===== src/rtl/change_dispenser.sv =====
// rtl/change_dispenser.sv - greedy coin payout (10/5/1) over a valid/ack handshake
//
// Pays out each change/finish result from the vending controller as a sequence
// of coins. A one-deep pending buffer holds a result that arrives mid-payout.
// Optional build macro: CHG_TIMEOUT_EN enables the coin_ack timeout and err.
//
// Ports:
//   clk        in   clock, rising edge
//   rst        in   asynchronous active-low reset
//   finish     in   result strobe; change is valid with it
//   change     in   amount to pay (WIDTH bits)
//   coin_ack   in   ejector accepted the presented coin
//   coin_valid out  coin presented
//   coin_type  out  00 none, 01 one, 10 five, 11 ten
//   coin_cnt   out  coins accepted in the current or last transaction
//   busy       out  transaction in progress
//   done       out  one-cycle pulse at transaction end
//   overflow   out  sticky: a result was dropped
//   err        out  sticky: ack timeout (constant 0 without CHG_TIMEOUT_EN)

module change_dispenser #(
    parameter int WIDTH       = 6,
    parameter int ACK_TIMEOUT = 15
) (
    input  logic             clk,
    input  logic             rst,
    input  logic             finish,
    input  logic [WIDTH-1:0] change,
    input  logic             coin_ack,
    output logic             coin_valid,
    output logic [1:0]       coin_type,
    output logic [3:0]       coin_cnt,
    output logic             busy,
    output logic             done,
    output logic             overflow,
    output logic             err
);

    typedef enum logic [1:0] {S_IDLE, S_ISSUE, S_DONE} state_t;

    state_t           state_q, state_d;
    logic [WIDTH-1:0] rem_q, rem_d;
    logic [1:0]       coin_type_q, coin_type_d;
    logic [3:0]       coin_cnt_q, coin_cnt_d;
    logic             pend_full_q, pend_full_d;
    logic [WIDTH-1:0] pend_val_q, pend_val_d;
    logic             overflow_q, overflow_d;

    logic             load_en;
    logic [WIDTH-1:0] load_val;
    logic             capture_en;
    logic [WIDTH-1:0] rem_sub;

    function automatic logic [1:0] pick(input logic [WIDTH-1:0] r);
        if (r >= WIDTH'(10))     return 2'b11;
        else if (r >= WIDTH'(5)) return 2'b10;
        else                     return 2'b01;
    endfunction

    function automatic logic [WIDTH-1:0] denom(input logic [1:0] t);
        case (t)
            2'b11:   return WIDTH'(10);
            2'b10:   return WIDTH'(5);
            default: return WIDTH'(1);
        endcase
    endfunction

    assign rem_sub = rem_q - denom(coin_type_q);

`ifdef CHG_TIMEOUT_EN
    localparam int TW = $clog2(ACK_TIMEOUT + 1);
    logic [TW-1:0] timer_q, timer_d;
    logic          err_q, err_d;
`else
    logic unused_cfg;
    assign unused_cfg = (ACK_TIMEOUT != 0);
`endif

    always_comb begin
        state_d     = state_q;
        rem_d       = rem_q;
        coin_type_d = coin_type_q;
        coin_cnt_d  = coin_cnt_q;
        pend_full_d = pend_full_q;
        pend_val_d  = pend_val_q;
        overflow_d  = overflow_q;
        load_en     = 1'b0;
        load_val    = change;
        capture_en  = 1'b0;
`ifdef CHG_TIMEOUT_EN
        timer_d     = timer_q;
        err_d       = err_q;
`endif

        case (state_q)
            S_IDLE: begin
                if (finish) begin
                    load_en  = 1'b1;
                    load_val = change;
                end
            end
            S_ISSUE: begin
                capture_en = finish;
                if (coin_ack) begin
                    coin_cnt_d = coin_cnt_q + 4'd1;
                    rem_d      = rem_sub;
                    if (rem_sub == '0) begin
                        state_d     = S_DONE;
                        coin_type_d = 2'b00;
                    end else begin
                        coin_type_d = pick(rem_sub);
                    end
`ifdef CHG_TIMEOUT_EN
                    timer_d = '0;
                end else if (timer_q == TW'(ACK_TIMEOUT - 1)) begin
                    // Ejector stalled: abandon the remainder and close out.
                    state_d     = S_DONE;
                    rem_d       = '0;
                    coin_type_d = 2'b00;
                    err_d       = 1'b1;
                end else begin
                    timer_d = timer_q + TW'(1);
`endif
                end
            end
            S_DONE: begin
                if (pend_full_q) begin
                    // Pending drains into rem; a finish on this same edge may refill it.
                    load_en     = 1'b1;
                    load_val    = pend_val_q;
                    pend_full_d = 1'b0;
                    capture_en  = finish;
                end else if (finish) begin
                    load_en  = 1'b1;
                    load_val = change;
                end else begin
                    state_d = S_IDLE;
                end
            end
            default: state_d = S_IDLE;
        endcase

        if (capture_en) begin
            if (!pend_full_d) begin
                pend_full_d = 1'b1;
                pend_val_d  = change;
            end else begin
                overflow_d = 1'b1;
            end
        end

        if (load_en) begin
            rem_d      = load_val;
            coin_cnt_d = 4'd0;
`ifdef CHG_TIMEOUT_EN
            timer_d    = '0;
`endif
            if (load_val == '0) begin
                state_d     = S_DONE;
                coin_type_d = 2'b00;
            end else begin
                state_d     = S_ISSUE;
                coin_type_d = pick(load_val);
            end
        end
    end

    always_ff @(posedge clk or negedge rst) begin
        if (!rst) begin
            state_q     <= S_IDLE;
            rem_q       <= '0;
            coin_type_q <= 2'b00;
            coin_cnt_q  <= 4'd0;
            pend_full_q <= 1'b0;
            pend_val_q  <= '0;
            overflow_q  <= 1'b0;
`ifdef CHG_TIMEOUT_EN
            timer_q     <= '0;
            err_q       <= 1'b0;
`endif
        end else begin
            state_q     <= state_d;
            rem_q       <= rem_d;
            coin_type_q <= coin_type_d;
            coin_cnt_q  <= coin_cnt_d;
            pend_full_q <= pend_full_d;
            pend_val_q  <= pend_val_d;
            overflow_q  <= overflow_d;
`ifdef CHG_TIMEOUT_EN
            timer_q     <= timer_d;
            err_q       <= err_d;
`endif
        end
    end

    assign coin_valid = (state_q == S_ISSUE);
    assign coin_type  = coin_type_q;
    assign coin_cnt   = coin_cnt_q;
    assign busy       = (state_q != S_IDLE);
    assign done       = (state_q == S_DONE);
    assign overflow   = overflow_q;
`ifdef CHG_TIMEOUT_EN
    assign err        = err_q;
`else
    assign err        = 1'b0;
`endif

endmodule


===== config.mk =====
export PLATFORM = sky130hd
export DESIGN_NAME = change_dispenser
export DESIGN_NICKNAME = d
export VERILOG_FILES = /design/src/rtl/change_dispenser.sv
export SDC_FILE = /design/constraint.sdc
export NUM_CORES = 1
export LEC_CHECK = 0
export CORE_MARGIN = 2
export CORE_UTILIZATION = 59
export DETAILED_ROUTE_END_ITERATION = 10
export PLACE_DENSITY = 0.85
export SLEW_MARGIN = 20
export SYNTH_ARGS = -nofsm -noshare
export SYNTH_HDL_FRONTEND = slang
export SYNTH_SLANG_ARGS = --single-unit

===== constraint.sdc =====
create_clock -name clk -period 4.58 [get_ports clk]
set_input_delay 0.687 -clock clk [delete_from_list [all_inputs] [get_ports clk]]
set_output_delay 0.687 -clock clk [all_outputs]
set_load 0.01 [all_outputs]

==> results by group, run 1 <==
Clocking
  • CTS tree: yes
  • Clk root buf: clkbuf_4
  • Clk sink count: 22
  • # resized after CTS: 0
  • H-tree Lvls: 1
  • Cts bufs inserted: 3
  • Postcts setup bufs: 0
  • Hold buffer count at CTS: 0
  • Maximum clock path buffer count: 2
  • Later-pin clock latency in the skew report: 0.31 ns
  • Clock transition at path regs: approximately 0.12 ns

Hold path
  • Worst Hold Depth: 1
  • Min-Delay Path Class: register to register

Critical path
  • Worst path top cell family by delay: adder cells
  • Slowest Stage Delay on Critical Path: 0.44 ns
  • R2R depth: 9
  • Crit path kind: register to register
  • Slowest-stage cell, CP: dfrtp_1
  • Startpoint types: register
  • Critical path depth: 9
  • CP required: 4.82 ns
  • Critical path arrival: around 2.9 ns
  • CP bufs+invs: 1
  • Cell Chain, Critical Path: nand2_1 -> ha_1 -> inv_1 -> fa_1 -> xnor2_1 -> and2_1 -> o2111ai_1 -> o32ai_2 -> mux2i_1
  • Worst-path fanout max: 4
  • Setup crit end kind: register

Timing
  • Unrepaired setup endpoints after global routing: false
  • Headroom to the max-slew limit: 0.3607
  • Max Slew Vio Count: 0
  • # setup viols final: 0
  • Worst-Margin Slew: 0.9560 ns
  • Fmax: 374.9 MHz
  • Fin crit share: 0.5825
  • Hold slack: 0.4875 ns
  • Worst Skew: about 0.0032 ns
  • Final hold viol count: 0
  • Setup_tns: 0 ns
  • Post-route minimum period: between 2 and 3 ns

Yosys
  • Post-synthesis sequential area ratio: 0.3429
  • Post-synth EDFFs: 0
  • Synthesized flop and latch total: 22
  • Synth Flop Type: dfrtp_1
  • Post-Syn Instances: 161
  • Ys async rst share: 1.000
  • Syn_area_per_cell: about 10 µm²
  • Net count after synthesis: ~180
  • Mapped cell area: 1605 µm²
  • Top cells by count, synth: dfrtp_1, nand2_1, nor2_1
  • Leading area contributor after synthesis: dfrtp_1
  • Count leader, synth: dfrtp_1
  • Top cells by area, synth: dfrtp_1, ha_1, mux2_2
  • Distinct cells, synth: 55
  • Synth Warn #: 0
  • Yosys top cell area share: 0.3429

Power and ir drop
  • Pleak: 0.8108 nW
  • VDD IR max: around 0.50 mV
  • Power, Total: 1.438 mW
  • P per Cell Area: between 700 and 800 nW/µm²

Placement
  • GP Congestion: 0.9100
  • Port-buffer cells: 19
  • DP HPWL: 2606 µm

Die
  • # rows: 18
  • Die Y-Extent: around 56 µm
  • Die Width: 56.16 µm
  • Full die area: 3154 µm²
  • Initial core utilization: 0.6364
  • Core ar.: 2522 µm²
  • IO Pins: 21

Drt
  • Final WL: 3362 µm
  • DRC viols: 0
  • Via count: 1292
  • Pre-antenna DRT Iters: 4
  • Routed Antenna Nets: 0
  • Initial DRC count: 32
  • Number of vias per cell: about 6.2
  • Avg WL per Cell: 16.16 µm

Cells and area
  • Synthesis-to-finish area growth: 14.81%
  • # diodes: 0
  • Area of the multi-input gates: 989.7 µm²
  • Final Net Count: 199
  • Number of fill cells: 183
  • Share of cells above drive strength 1: 0.1348
  • FF/Latch Area: 550.5 µm²

Flow run
  • Max cap viols: 0

Global route
  • First-pass GRT wire length: 5871 µm
  • Total track usage: 0.2381
  • Vias in the first global route: 1290
  • Largest net degree at the start of global routing: 23
  • Gr ovfl total: 0
  • Initial antenna violation count: 0

Status
  • Status: finished clean
==> final timing paths <==
path | slack, ns | end | startpoint
max | 1.91 | state_q[1] | coin_type[1]
min | 0.49 | overflow | overflow
max reg2reg | 1.91 | state_q[1] | coin_type[1]
min reg2reg | 0.49 | overflow | overflow
max in group asynchronous | 3.11 | rem_q[2] | rst
min in group asynchronous | 0.89 | overflow | rst
==> per-stage QoR <==
stage	setup WS (ns)	util	cells	cell area [µm²]
2_1_floorplan	2.254	-	161	1605
3_3_place_gp	1.965	0.7098	204	1790
3_5_place_dp	1.855	0.7098	204	1790
4_1_cts	1.913	0.7307	208	1843
5_1_grt	1.656	0.7307	208	1843
6_report	1.912	0.7307	208	1843
==> layout by cell type, fill, tap and decap left out, drive strengths merged, types with 3 or more instances in the layout <==
cell | Yosys | routed
a211oi | 3 | 3
a21o | 3 | 3
a21oi | 8 | 8
a31oi | 4 | 4
and2 | 3 | 3
clkbuf | 2 | 3
clkdlybuf4s50 | 0 | 19
dfrtp | 22 | 22
ha | 9 | 9
inv | 6 | 6
mux2 | 9 | 9
mux2i | 7 | 7
nand2 | 15 | 15
nand3 | 3 | 3
nor2 | 12 | 12
nor2b | 4 | 4
o21ai | 7 | 7
xor2 | 3 | 3
==> area by class of cell <==
| cell class | count | share of cell area |
|---|---|---|
| well taps | 30 | 0.02037 |
| repair buffers | 19 | 0.1032 |
| clock buffers | 3 | 0.01222 |
| flip-flops and latches | 22 | 0.2987 |
| clock inverters | 1 | 0.01629 |
| multi-input cells | 127 | 0.5370 |
| inverters | 6 | 0.01222 |
==> per-layer routing <==
metal / GRT usage / up-vias / wire, µm
li1: - / 630 / -
met1: 0.2828 / 625 / 1464
met2: 0.4168 / 29 / 1689
met3: 0.03023 / 8 / 98
met4: 0.1224 / 0 / 110
met5: 0 / - / 0
==> flip-flops by register name (all words and copies together) (netlist names) <==
register	cells
rem_q	6
coin_cnt	4
pend_full_q	1
pend_val_q	6
overflow	1
state_q	2
coin_type	2
==> cell families (layout without fill, tap and decap cells) <==
| logic type | after synthesis | after routing | synth area share |
|---|---|---|---|
| fa+ha+maj | 10 | 10 | 0.08262 |
| other cells | 1 | 1 | 0.002336 |
| buf+inv | 12 | 29 | 0.04053 |
| compound gates | 43 | 43 | 0.1988 |
| xor+xnor | 5 | 5 | 0.02728 |
| simple gates | 52 | 52 | 0.1964 |
| mux | 16 | 16 | 0.1091 |
| flops | 22 | 22 | 0.3429 |
==> report_power, final <==
part | leakage [nW] | total (mW) | switching (mW) | internal, mW
clock network | 0.0279 | 0.149 | 0.0608 | 0.0885
logic | 0.513 | 0.927 | 0.509 | 0.418
registers | 0.270 | 0.361 | 0.0800 | 0.281
total | 0.811 | 1.44 | 0.650 | 0.787
Note: power is estimated with default switching activity, not from simulation.
==> inputs of run 2 (changes only) <==
- CORE_UTILIZATION: 59 -> 49
- PLACE_DENSITY: 0.85 -> 0.75
- clock period: 4.58 -> 2.2 ns (I/O delays scaled with it)
==> run 2 against run 1 <==
Net effect: global-route usage shrank 1.7 points; register-to-register slack lost 1.9 ns; sequential cell count is the same; combinational power grew to 2.8 times the previous value; routed wire length grew 8.0%; die area grew 19%; sequential share of layout area shrank 3.8 points; fmax grew 22%; clock power grew 110%; core utilization shrank 4.5 points.
==> results by group, run 2 (synthesis gave the netlist of run 1 again) <==
Die
  • Initial core utilization: 0.5215 (-0.1149)
  • Die Y-Extent: 61.24 µm (+9.0%)
  • IO Pins: 21 (unchanged)
  • Full die area: 3750 µm² (+19%)
  • # rows: 20 (+2)
  • Core ar.: 3078 µm² (+22%)
  • Die Width: 61.24 µm (+9.0%)

Drt
  • Routed Antenna Nets: 0 (unchanged)
  • DRC viols: 0 (unchanged)
  • Top Metal Used: met4
  • Avg WL per Cell: 15.19 µm (-6.0%)
  • Met2 WL: 1875 µm (+11%)
  • M1 WL: 1576 µm (+7.7%)
  • Initial DRC count: 40 (+25%)
  • Number of vias per cell: 5.594 (-9.9%)
  • Via count: 1337 (+3.5%)
  • Met3 wire len: 121 µm (+23%)
  • Final WL: 3631 µm (+8.0%)
  • Pre-antenna DRT Iters: 4 (unchanged)

Clocking
  • CTS tree: yes
  • Maximum clock path buffer count: 2 (unchanged)
  • Cts bufs inserted: 3 (unchanged)
  • Hold buffer count at CTS: 0 (unchanged)
  • H-tree Lvls: 1 (unchanged)
  • Clk sink count: 22 (unchanged)
  • Later-pin clock latency in the skew report: 0.31 ns (about the same)
  • Clock transition at path regs: 0.13 ns (about the same)
  • Clk root buf: clkbuf_4

Power and ir drop
  • Pint: 2.036 mW (+160%)
  • Sequential group share of total power: 0.209 (-0.042)
  • VDD IR max: 0.7570 mV (+52%)
  • P per Cell Area: 1732 nW/µm² (+120%)
  • Pleak: 0.9009 nW (+11%)
  • Clock power frac: 0.086 (-0.018)
  • Comb pwr share: 0.705 (+0.060)
  • Switching Share: 0.4427 (-0.009509)
  • Net switching power: 1.618 mW (+150%)

Placement
  • Dpl ws: -0.01527 ns (-1.870 ns)
  • Placed Instances: 234 (+15%)
  • GP Congestion: 0.8618 (-5.3%)
  • DP HPWL: 2833 µm (+8.7%)
  • Port-buffer cells: 19 (unchanged)

Timing
  • Headroom to the max-slew limit: 0.5858 (+0.2252)
  • Fin crit share: 0.9905 (+0.4081)
  • # setup viols final: 0 (unchanged)
  • Setup ws final: 0.02086 ns (-1.891 ns)
  • Worst-Margin Slew: 0.6056 ns (-0.3504 ns)
  • Worst Skew: 0.01055 ns (+0.007355 ns)
  • Setup_tns: 0 ns (unchanged)
  • Max Slew Vio Count: 0 (unchanged)
  • Hold slack: 0.3495 ns (-0.1380 ns)
  • Post-route minimum period: 2.179 ns (-0.4885 ns)
  • Fmax: 458.9 MHz (+22%)
  • Final hold viol count: 0 (unchanged)
  • Unrepaired setup endpoints after global routing: true

Cells and area
  • # diodes: 0 (unchanged)
  • Final std cells w/o fill: 239 (+15%)
  • Final Net Count: 216 (+8.5%)
  • Share of cells above drive strength 1: 0.2872 (+0.1523)
  • Most frequent cells in the layout: dfrtp_1, clkdlybuf4s50_1, buf_4, nand2_1, nor2_1
  • Commonest non-fill, non-tap cell in the layout: dfrtp_1
  • Final core occ: 0.6854 (-0.04529)
  • Synthesis-to-finish area growth: 31.41%

Critical path
  • R2R depth: 9 (unchanged)
  • R2R setup slack: 0.02 ns (-1.89 ns)
  • Slowest-stage cell, CP: dfrtp_1
  • Slowest Stage Delay on Critical Path: 0.42 ns (-0.02 ns)
  • Worst-path fanout max: 4 (unchanged)
  • Crit path kind: register to register
  • Startpoint types: register
  • Cell Chain, Critical Path: nand2_2 -> ha_4 -> inv_2 -> fa_2 -> xnor2_2 -> and2_1 -> o2111ai_2 -> o32ai_4 -> mux2i_1
  • Critical path arrival: 2.42 ns (-0.49 ns)
  • Worst R2R End: state_q[1]
  • Setup crit end kind: register
  • CP required: 2.44 ns (-2.38 ns)
  • Worst r2r src: coin_type[0]

Hold path
  • Min-Delay Path Class: primary input to async pin

Global route
  • Largest net degree at the start of global routing: 23 (unchanged)
  • First-pass GRT wire length: 6058 µm (+3.2%)
  • Gr ovfl total: 0 (unchanged)
  • Total track usage: 0.2206 (-0.01746)
  • Vias in the first global route: 1346 (+4.3%)
  • Initial antenna violation count: 0 (unchanged)

Status
  • Status: finished clean

Flow run
  • Max cap viols: 0 (unchanged)
## run 2: cell count changes in the layout (fill, tap and decap cells not counted), moves of 2 or more
cell   change
buf_4     +17
ha_1       -5
inv_2      +2
ha_2       +2
ha_4       +3
inv_1      -2
## run 2: power groups by stage
stage	Combinational [mW]	Clock, mW	Sequential, mW
3_5_place_dp	2.21	0	0.756
6_report	2.58	0.314	0.764
2_1_floorplan	1.55	0	0.727
3_3_place_gp	2.17	0	0.746
5_1_grt	2.81	0.332	0.793
4_1_cts	2.29	0.319	0.750
## run 2: layer usage
layer  GRT usage  vias up
met1      0.2905      633
li1            -      664
met4     0.08696        0
met2      0.3739       34
met5           0        -
met3     0.02101        6
## run 2: through the flow
stage                     power, mW  area, µm²
after floorplan               2.279       1637
after global placement        2.913       1959
after detailed placement      2.961       1959
after CTS                     3.363       2044
after global routing          3.933       2110
final                         3.654       2110
## run 2: area by class of cell
class	count	area (µm²)
clock buffer	3	22.52
fill	248	968.4
clock inverter	1	30.03
inverter	6	22.52
sequential	22	550.5
tap	44	55.05
multi-input combinational	127	1111
timing repair buffer	36	317.8
## run 2: worst max-delay path by stage
stage                       from           end  slack, ns  depth (start not counted)
floorplan           coin_type[1]    state_q[1]      -0.01                          9
global placement    coin_type[0]    state_q[1]       0.01                          9
detailed placement  coin_type[0]    state_q[1]      -0.02                          9
CTS                 coin_type[0]  coin_type[0]       0.02                          7
global route        coin_type[0]    state_q[1]      -0.13                          9
finish              coin_type[0]    state_q[1]       0.02                          9
## run 2: what timing repair did
action | CTS | global route
gates resized for setup | 5 | 12
endpoints found under the setup margin | 4 | 8
buffers inserted | 1 | 0
pin swaps | 1 | 6
## run 2: critical path: cells and delay by family, from the launching register on
family | cells | cell delay [ns]
adders and majority gates | 2 | 0.50
and+or+nand+nor | 2 | 0.32
DFF | 1 | 0.42
xor gates and xnor gates | 1 | 0.24
muxes | 1 | 0.21
AOI/OAI and AO/OA | 2 | 0.40
buffers and inverters | 1 | 0.03
